==> src/rtl/division_ctrl_if.sv <==
// Config and divider-side signals of the division_ctrl sequencer.
// master: config source plus divider; slave: the sequencer itself.
interface division_ctrl_if #(
  parameter int RATIO_W = 5,
  parameter int CNT_W   = 4
);
  logic               cfg_valid;
  logic [RATIO_W-1:0] cfg_ratio;
  logic               cfg_ready;
  logic               cfg_err;
  logic [CNT_W-1:0]   div_cnt;
  logic               div_en;
  logic [RATIO_W-1:0] div_ratio;
  logic               div_load;

  modport master (
    output cfg_valid, cfg_ratio, div_cnt,
    input  cfg_ready, cfg_err, div_en, div_ratio, div_load
  );
  modport slave (
    input  cfg_valid, cfg_ratio, div_cnt,
    output cfg_ready, cfg_err, div_en, div_ratio, div_load
  );
endinterface

==> src/rtl/division_ctrl.sv <==
// Run/stop and ratio-change sequencer for one integer clock divider.
// Ratio changes land only on a divide-period boundary followed by a quiet gap.
module division_ctrl #(
  parameter int MAX_RATIO     = 16,
  parameter int DEFAULT_RATIO = 5,
  parameter int RATIO_W       = 5,
  parameter int CNT_W         = 4,
  parameter int GAP_CYC       = 2,
  parameter int TIMEOUT       = 64
) (
  input  logic            clk,
  input  logic            rst,
  input  logic            run_req,
  division_ctrl_if.slave  cif,
  output logic            busy,
  output logic            to_err
);
  localparam logic [2:0] S_OFF   = 3'd0;
  localparam logic [2:0] S_RUN   = 3'd1;
  localparam logic [2:0] S_DRAIN = 3'd2;
  localparam logic [2:0] S_GAP   = 3'd3;
  localparam logic [2:0] S_LOAD  = 3'd4;

  localparam int GW = $clog2(GAP_CYC + 1);
  localparam int TW = $clog2(TIMEOUT + 1);

  logic [2:0]         state;
  logic [RATIO_W-1:0] pending;
  logic               stop;
  logic [GW-1:0]      gap_cnt;
  logic [TW-1:0]      tmo_cnt;
  logic               en_q, load_q, err_q;
  logic [RATIO_W-1:0] ratio_q;
  logic               ready, accept, legal, tc;

  assign ready  = (state == S_OFF) || (state == S_RUN);
  assign accept = cif.cfg_valid && ready;
  assign legal  = (cif.cfg_ratio >= RATIO_W'(2)) && (cif.cfg_ratio <= RATIO_W'(MAX_RATIO));
  assign tc     = (RATIO_W'(cif.div_cnt) == (ratio_q - RATIO_W'(1)));
  assign busy   = (state == S_DRAIN) || (state == S_GAP) || (state == S_LOAD);

  assign cif.cfg_ready = ready;
  assign cif.cfg_err   = err_q;
  assign cif.div_en    = en_q;
  assign cif.div_ratio = ratio_q;
  assign cif.div_load  = load_q;

  always_ff @(posedge clk or negedge rst) begin
    if (!rst) begin
      state   <= S_OFF;
      pending <= RATIO_W'(DEFAULT_RATIO);
      ratio_q <= RATIO_W'(DEFAULT_RATIO);
      stop    <= 1'b0;
      gap_cnt <= '0;
      tmo_cnt <= '0;
      en_q    <= 1'b0;
      load_q  <= 1'b0;
      err_q   <= 1'b0;
      to_err  <= 1'b0;
    end else begin
      load_q <= 1'b0;
      // illegal ratios are still handshaken; they only raise the error pulse
      err_q  <= accept && !legal;
      case (state)
        S_OFF: begin
          if (accept && legal) begin
            pending <= cif.cfg_ratio;
            state   <= S_LOAD;
          end else if (run_req) begin
            en_q  <= 1'b1;
            state <= S_RUN;
          end
        end
        S_RUN: begin
          // a ratio offer beats a simultaneous stop; the stop is seen after LOAD
          if (accept && legal) begin
            pending <= cif.cfg_ratio;
            stop    <= 1'b0;
            tmo_cnt <= '0;
            state   <= S_DRAIN;
          end else if (!run_req) begin
            stop    <= 1'b1;
            tmo_cnt <= '0;
            state   <= S_DRAIN;
          end
        end
        S_DRAIN: begin
          if (tc || (tmo_cnt == TW'(TIMEOUT - 1))) begin
            if (!tc) to_err <= 1'b1;
            en_q    <= 1'b0;
            gap_cnt <= '0;
            state   <= S_GAP;
          end else begin
            tmo_cnt <= tmo_cnt + TW'(1);
          end
        end
        S_GAP: begin
          if (gap_cnt == GW'(GAP_CYC - 1)) state <= stop ? S_OFF : S_LOAD;
          else gap_cnt <= gap_cnt + GW'(1);
        end
        S_LOAD: begin
          ratio_q <= pending;
          load_q  <= 1'b1;
          en_q    <= run_req;
          state   <= run_req ? S_RUN : S_OFF;
        end
        default: begin
          en_q  <= 1'b0;
          state <= S_OFF;
        end
      endcase
    end
  end
endmodule
==> src/flat_wrapper.sv <==
// flat-port wrapper written by rule: the top's interface ports become plain ports
module division_ctrl_flat 
#(
  parameter int MAX_RATIO     = 16,
  parameter int DEFAULT_RATIO = 5,
  parameter int RATIO_W       = 5,
  parameter int CNT_W         = 4,
  parameter int GAP_CYC       = 2,
  parameter int TIMEOUT       = 64
)
  (clk, rst, run_req, busy, to_err, cif_cfg_valid, cif_cfg_ratio, cif_div_cnt, cif_cfg_ready, cif_cfg_err, cif_div_en, cif_div_ratio, cif_div_load);
  division_ctrl_if #(.RATIO_W(RATIO_W), .CNT_W(CNT_W)) cif_i ();
  input  logic clk;
  input  logic rst;
  input  logic run_req;
  output logic busy;
  output logic to_err;
  input wire logic [$bits(cif_i.cfg_valid)-1:0] cif_cfg_valid;
  input wire logic [$bits(cif_i.cfg_ratio)-1:0] cif_cfg_ratio;
  input wire logic [$bits(cif_i.div_cnt)-1:0] cif_div_cnt;
  output wire logic [$bits(cif_i.cfg_ready)-1:0] cif_cfg_ready;
  output wire logic [$bits(cif_i.cfg_err)-1:0] cif_cfg_err;
  output wire logic [$bits(cif_i.div_en)-1:0] cif_div_en;
  output wire logic [$bits(cif_i.div_ratio)-1:0] cif_div_ratio;
  output wire logic [$bits(cif_i.div_load)-1:0] cif_div_load;
  assign cif_i.cfg_valid = cif_cfg_valid;
  assign cif_i.cfg_ratio = cif_cfg_ratio;
  assign cif_i.div_cnt = cif_div_cnt;
  assign cif_cfg_ready = cif_i.cfg_ready;
  assign cif_cfg_err = cif_i.cfg_err;
  assign cif_div_en = cif_i.div_en;
  assign cif_div_ratio = cif_i.div_ratio;
  assign cif_div_load = cif_i.div_load;
  division_ctrl #(.MAX_RATIO(MAX_RATIO), .DEFAULT_RATIO(DEFAULT_RATIO), .RATIO_W(RATIO_W), .CNT_W(CNT_W), .GAP_CYC(GAP_CYC), .TIMEOUT(TIMEOUT)) u_core (.clk(clk), .rst(rst), .run_req(run_req), .cif(cif_i), .busy(busy), .to_err(to_err));
endmodule
==> config.mk <==
export PLATFORM = sky130hd
export DESIGN_NAME = division_ctrl_flat
export DESIGN_NICKNAME = d
export VERILOG_FILES = /design/src/rtl/division_ctrl_if.sv /design/src/rtl/division_ctrl.sv /design/src/flat_wrapper.sv
export SDC_FILE = /design/constraint.sdc
export NUM_CORES = 1
export LEC_CHECK = 0
export ABC_AREA = 1
export CAP_MARGIN = 0
export CORE_ASPECT_RATIO = 1.75
export CORE_MARGIN = 2
export CORE_UTILIZATION = 42
export DETAILED_ROUTE_END_ITERATION = 12
export PLACE_DENSITY = 0.62
export SETUP_SLACK_MARGIN = 0.1
export SYNTH_ARGS = -nofsm -noshare
export SYNTH_HDL_FRONTEND = slang
export SYNTH_SLANG_ARGS = --single-unit
export TNS_END_PERCENT = 5
==> constraint.sdc <==
create_clock -name clk -period 2.4 [get_ports clk]
set_clock_uncertainty 0.2 [all_clocks]
set_input_delay 0.6 -clock clk [delete_from_list [all_inputs] [get_ports clk]]
set_output_delay 0.6 -clock clk [all_outputs]
set_load 0.05 [all_outputs]
After elaboration in Yosys (flattened, before gate mapping)
Index checks and enable logic that the tools add are counted.
Storage, ports and cells
  register bits after elaboration: 27
  output and inout port bits: 11
  logic and storage cells: 77
Cells by class
  $add $sub $neg: 3
  $lt $le $gt $ge: 2
  equality and inequality tests: 16
  muxes and demuxes: 23
  bitwise gates (word level): 2
  reduce and logical (&&, ||, !) cells: 21
Operator list (count)
  two-way mux 3 bit: 7
  two-way mux 7 bit: 3
  case mux 3 bit (5 select lines): 1
  case mux 7 bit (2 select lines): 1
  != test 2 bit, second input constant: 6
  AND reduction 3 bit: 3
  AND reduction 4 bit: 2
  adder 7 x 1 -> 7 bit, second input constant: 1
  == test 7 x 6 -> 1 bit, second input constant: 1
  two-way mux 1 bit: 7
  == test 3 x 2 -> 1 bit, second input constant: 2
  != test 3 bit, second input constant: 2
  == test 4 x 5 -> 1 bit: 1
  >= comparator 5 x 2 -> 1 bit, second input constant: 1
  less-or-equal comparator 5 bit, second input constant: 1
  subtractor 5 x 1 -> 5 bit, second input constant: 1
  logical AND 1 bit: 4
  logical OR 1 bit: 4
  two-way mux 2 bit: 2
  case mux 1 bit (4 select lines): 1
  case mux 2 bit (2 select lines): 1
  AND reduction 2 bit: 2
  nonzero test 2 bit: 2
  OR reduction 2 bit: 2
  other kinds (8): 9

Depth between registers and ports, before layout
Gate-level depths: netlist of run 1.
  depth in word-level cells: 6
  depth in mapped cells: 12

Least setup slack after synthesis of run 1
OpenSTA, ideal clock, no wires.
  kind: register to output
  start: register u_core.state[1]
  end: output busy
  arrival: 1534 ps
  slack: 66 ps
  cell stages (with the launch flop): 3
  cell sequence: dfrtp_1 -> inv_1 -> o21ai_0
On the way
  longest elaborated chain between the ends: 3
  elaborated cells between the ends (all ways): 5
  those cells by class: eq/ne: 3; reduce/logical: 2
RTL lines
  from (decl): line division_ctrl.sv:27  | logic [2:0] state;
  from (signal assigned): line division_ctrl.sv:98  | if (gap_cnt == GW'(GAP_CYC - 1)) state <= stop ? S_OFF : S_LOAD;
  from (signal assigned): line division_ctrl.sv:105  | state <= run_req ? S_RUN : S_OFF;
  == test 3 x 2 -> 1 bit: line division_ctrl.sv:40  | assign busy = (state == S_DRAIN) || (state == S_GAP) || (state == S_LOAD);
  logical OR 1 bit: line division_ctrl.sv:40
  logical OR 1 bit *: line division_ctrl.sv:40
  to (decl): line flat_wrapper.sv:16  | output logic busy;
Mark *: on every way between the ends. The rest lies on a longest branch, timed or not.

Worst setup path in the final report of run 1
  start: register u_core.ratio_q[4], in the netlist u_core.cif.div_ratio[4]
  end: output cif_div_ratio[4]
RTL lines
  from (decl): line division_ctrl.sv:33  | logic [RATIO_W-1:0] ratio_q;
  from (signal assigned): line division_ctrl.sv:52  | ratio_q <= RATIO_W'(DEFAULT_RATIO);
  from (signal assigned): line division_ctrl.sv:102  | ratio_q <= pending;
  to (decl): line flat_wrapper.sv:24  | output wire logic [$bits(cif_i.div_ratio)-1:0] cif_div_ratio;
No word-level cell between the ends.

==> impl_metrics.ini, run 1 <==
[die]
initial_utilization_pct = 43.2
ios = 24
die-area_um2 = 4210
die_w_um = 49.9
die_h_um = 84.4
core_um2 = 3590
num_rows = 29

[logic_synthesis]
synthTopCellsByArea = dfrtp_1 (37%), nand2_1 (18%), dfstp_2 (6.8%)
synthesis.area_um2 = 1550
seq_area_frac_synth_pct = 43.9
avgSynthCellArea_um2 = 7.38
yosysWarningCount = 0
synth_nets = 226
synth_cells = 210
synth_top_area_share_pct = 37.1
synth_top_area_cell = dfrtp_1
synthDistinctLibCells = 28
ys_seq_elements = 27

[final_layout]
syn_to_final_growth_pct = 25.3
drive_gt1_share_pct = 15.3
final_util_pct = 54.1
antennaDiodeCount = 0
final_cell_mix = nand2_1 (73), inv_1 (25), dfrtp_1 (23)
final_common_cell = nand2_1
fin_nets = 259
fin_area_um2 = 1940

[worst_hold_path]
hold_path.class = register to register

[power_and_ir_drop]
leakage_nw = 1.01
power_density_nw_per_um2 = 1220
finalPower_mw = 2.37
ir_drop_mv = 0.892

[routing]
ant_nets = 0
dr.pass1.iters = 4
routedWlPerCell_um = 10.8
drc_errors = 0
drt_iter0_drc = 42
avgViaCountPerCell = 4.78
vias = 1376
wirelength_mm = 3.11

[placed_design]
place_area_um2 = 1890
place_congestion = 0.894
dp_hpwl_mm = 2.39
portBuffers = 23

[clock_network]
clockRootBuffer = clkbuf_8
cts_resized = 0
ctsHoldBuffers = 0
clock-sinks = 27
clockBufferDepth = 2
clock_latency_ns = 0.27
postCtsSetupBuffers = 0
clk_pin_slew_ns = 0.09
htree_levels = 1
cts_tree = yes
cts_buffers = 3

[sta]
max-slew-margin-rel_pct = 66.7
fin_crit_sh_pct = 94.5
finalSetupTns_ns = 0
finalSetupViolations = 0
tightestPinTransition_ns = 0.499
period_needed_ns = 2.27
fmax_ghz = 0.441
finalMaxSlewViolations = 0
finalHoldViolations = 0
hold-worst-slack_ns = 0.272
rsz0062_at_grt = true

[worst_setup_path]
required_ns = 1.60
critPathMaxFanout = 3
critPathKind = register to output port
cp-end-kind = output port
crit_chain = clkdlybuf4s50_1
crit_path_start_kind = register
max_stage_delay_ns = 0.81
cp.arrival_ns = 1.47
cp_top_family = buffers and inverters
crit_path_top_delay_cell = clkdlybuf4s50_1
cp_num_buf_inv = 1

[grt]
grt.overflow.total = 0
grt_pass1_vias = 1380
grt_pass1_wl_mm = 5.78
track_usage_pct = 17.3
grt_max_degree = 28
antenna_found_initial = 0

[run_status]
status = complete, no violations

[flow_run]
maxCapViolations = 0
cells by family (layout without fill, tap and decap cells):
group / after synthesis / after routing / share of synthesized area (%)
AO/OA/AOI/OAI: 19 / 19 / 7.18
XOR/XNOR: 3 / 3 / 1.70
buffers and inverters: 31 / 63 / 8.07
AND/OR/NAND/NOR: 127 / 127 / 36.7
flip-flops: 27 / 27 / 43.9
adder cells (fa/ha/maj): 3 / 3 / 2.42
worst paths after layout:
path	cells past startpoint	start	slack, ns	end
max	1	u_core.cif.div_ratio[4]	0.13	cif_div_ratio[4]
max reg2reg	11	u_core.cif.div_ratio[0]	0.31	u_core.gap_cnt[0]
min	2	u_core.pending[2]	0.27	u_core.pending[2]
max in group asynchronous	2	rst	1.20	u_core.pending[2]
min reg2reg	2	u_core.pending[2]	0.27	u_core.pending[2]
min in group asynchronous	2	rst	0.50	u_core.pending[1]
final cells by class:
type | count | area (um2)
well taps | 46 | 57.6
fillers | 360 | 1650
inverters | 28 | 105
flip-flops and latches | 27 | 681
multi-input cells | 152 | 744
repair buffers | 31 | 308
clock buffers | 3 | 41.3
clock inverters | 1 | 5.00
per-stage QoR:
stage	instances	setup slack [ns]
2_1_floorplan	210	0.266
4_1_cts	288	0.105
5_1_grt	288	0.0750
3_5_place_dp	284	0.0543
3_3_place_gp	284	0.0841
6_report	288	0.132
cells in the mapped netlist:
| library cell | instances |
|---|---|
| nand2_1 | 73 |
| nor2_1 | 15 |
| nand2_2 | 6 |
| or2_1 | 2 |
| ha_1 | 3 |
| buf_6 | 1 |
| nand3_2 | 3 |
| dfrtp_1 | 23 |
| inv_1 | 25 |
| nor3_1 | 3 |
| a21oi_4 | 1 |
| and3_1 | 1 |
| clkbuf_1 | 1 |
| nand3_1 | 17 |
| o21bai_1 | 1 |
| nor2_4 | 1 |
| clkinv_1 | 1 |
| buf_2 | 1 |
| o21ai_0 | 11 |
| nor2_2 | 1 |
| o22ai_1 | 2 |
| or2_2 | 2 |
| dfstp_2 | 4 |
| xor2_1 | 3 |
| nor3_2 | 1 |
| nand4_1 | 2 |
| inv_2 | 2 |
| a21oi_1 | 4 |
power breakdown:
part | switching (mW) | leakage (nW) | internal (mW) | total, mW
sequential | 0.104 | 0.345 | 0.622 | 0.726
clock | 0.140 | 0.0255 | 0.116 | 0.256
combinational | 0.875 | 0.642 | 0.514 | 1.39
flip-flops by register name (all words and copies together) (netlist names):
name and flops:
u_core.state 3, u_core.cif.div_ratio 5, u_core.pending 5, u_core.tmo_cnt 7, u_core.cif.div_load 1, u_core.cif.cfg_err 1, u_core.to_err 1, u_core.gap_cnt 2
u_core.cif.div_en 1, u_core.stop 1
per-layer routing:
layer  vias to the layer above  part of all wire (%)  global-route usage (%)
met4                         0                   1.3                    6.82
met5                         -                     0                       0
met2                        26                    53                    30.5
li1                        724                     -                       -
met3                         4                   2.1                    1.60
met1                       622                    43                    21.2
(Power assumes the default switching activity.)
==> run 2: changes to the inputs <==
Settings changed: CTS_BUF_LIST set to sky130_fd_sc_hd__clkbuf_8.
==> results of run 2 <==
No change in the layout: final DEF, timing and power equal those of run 1.
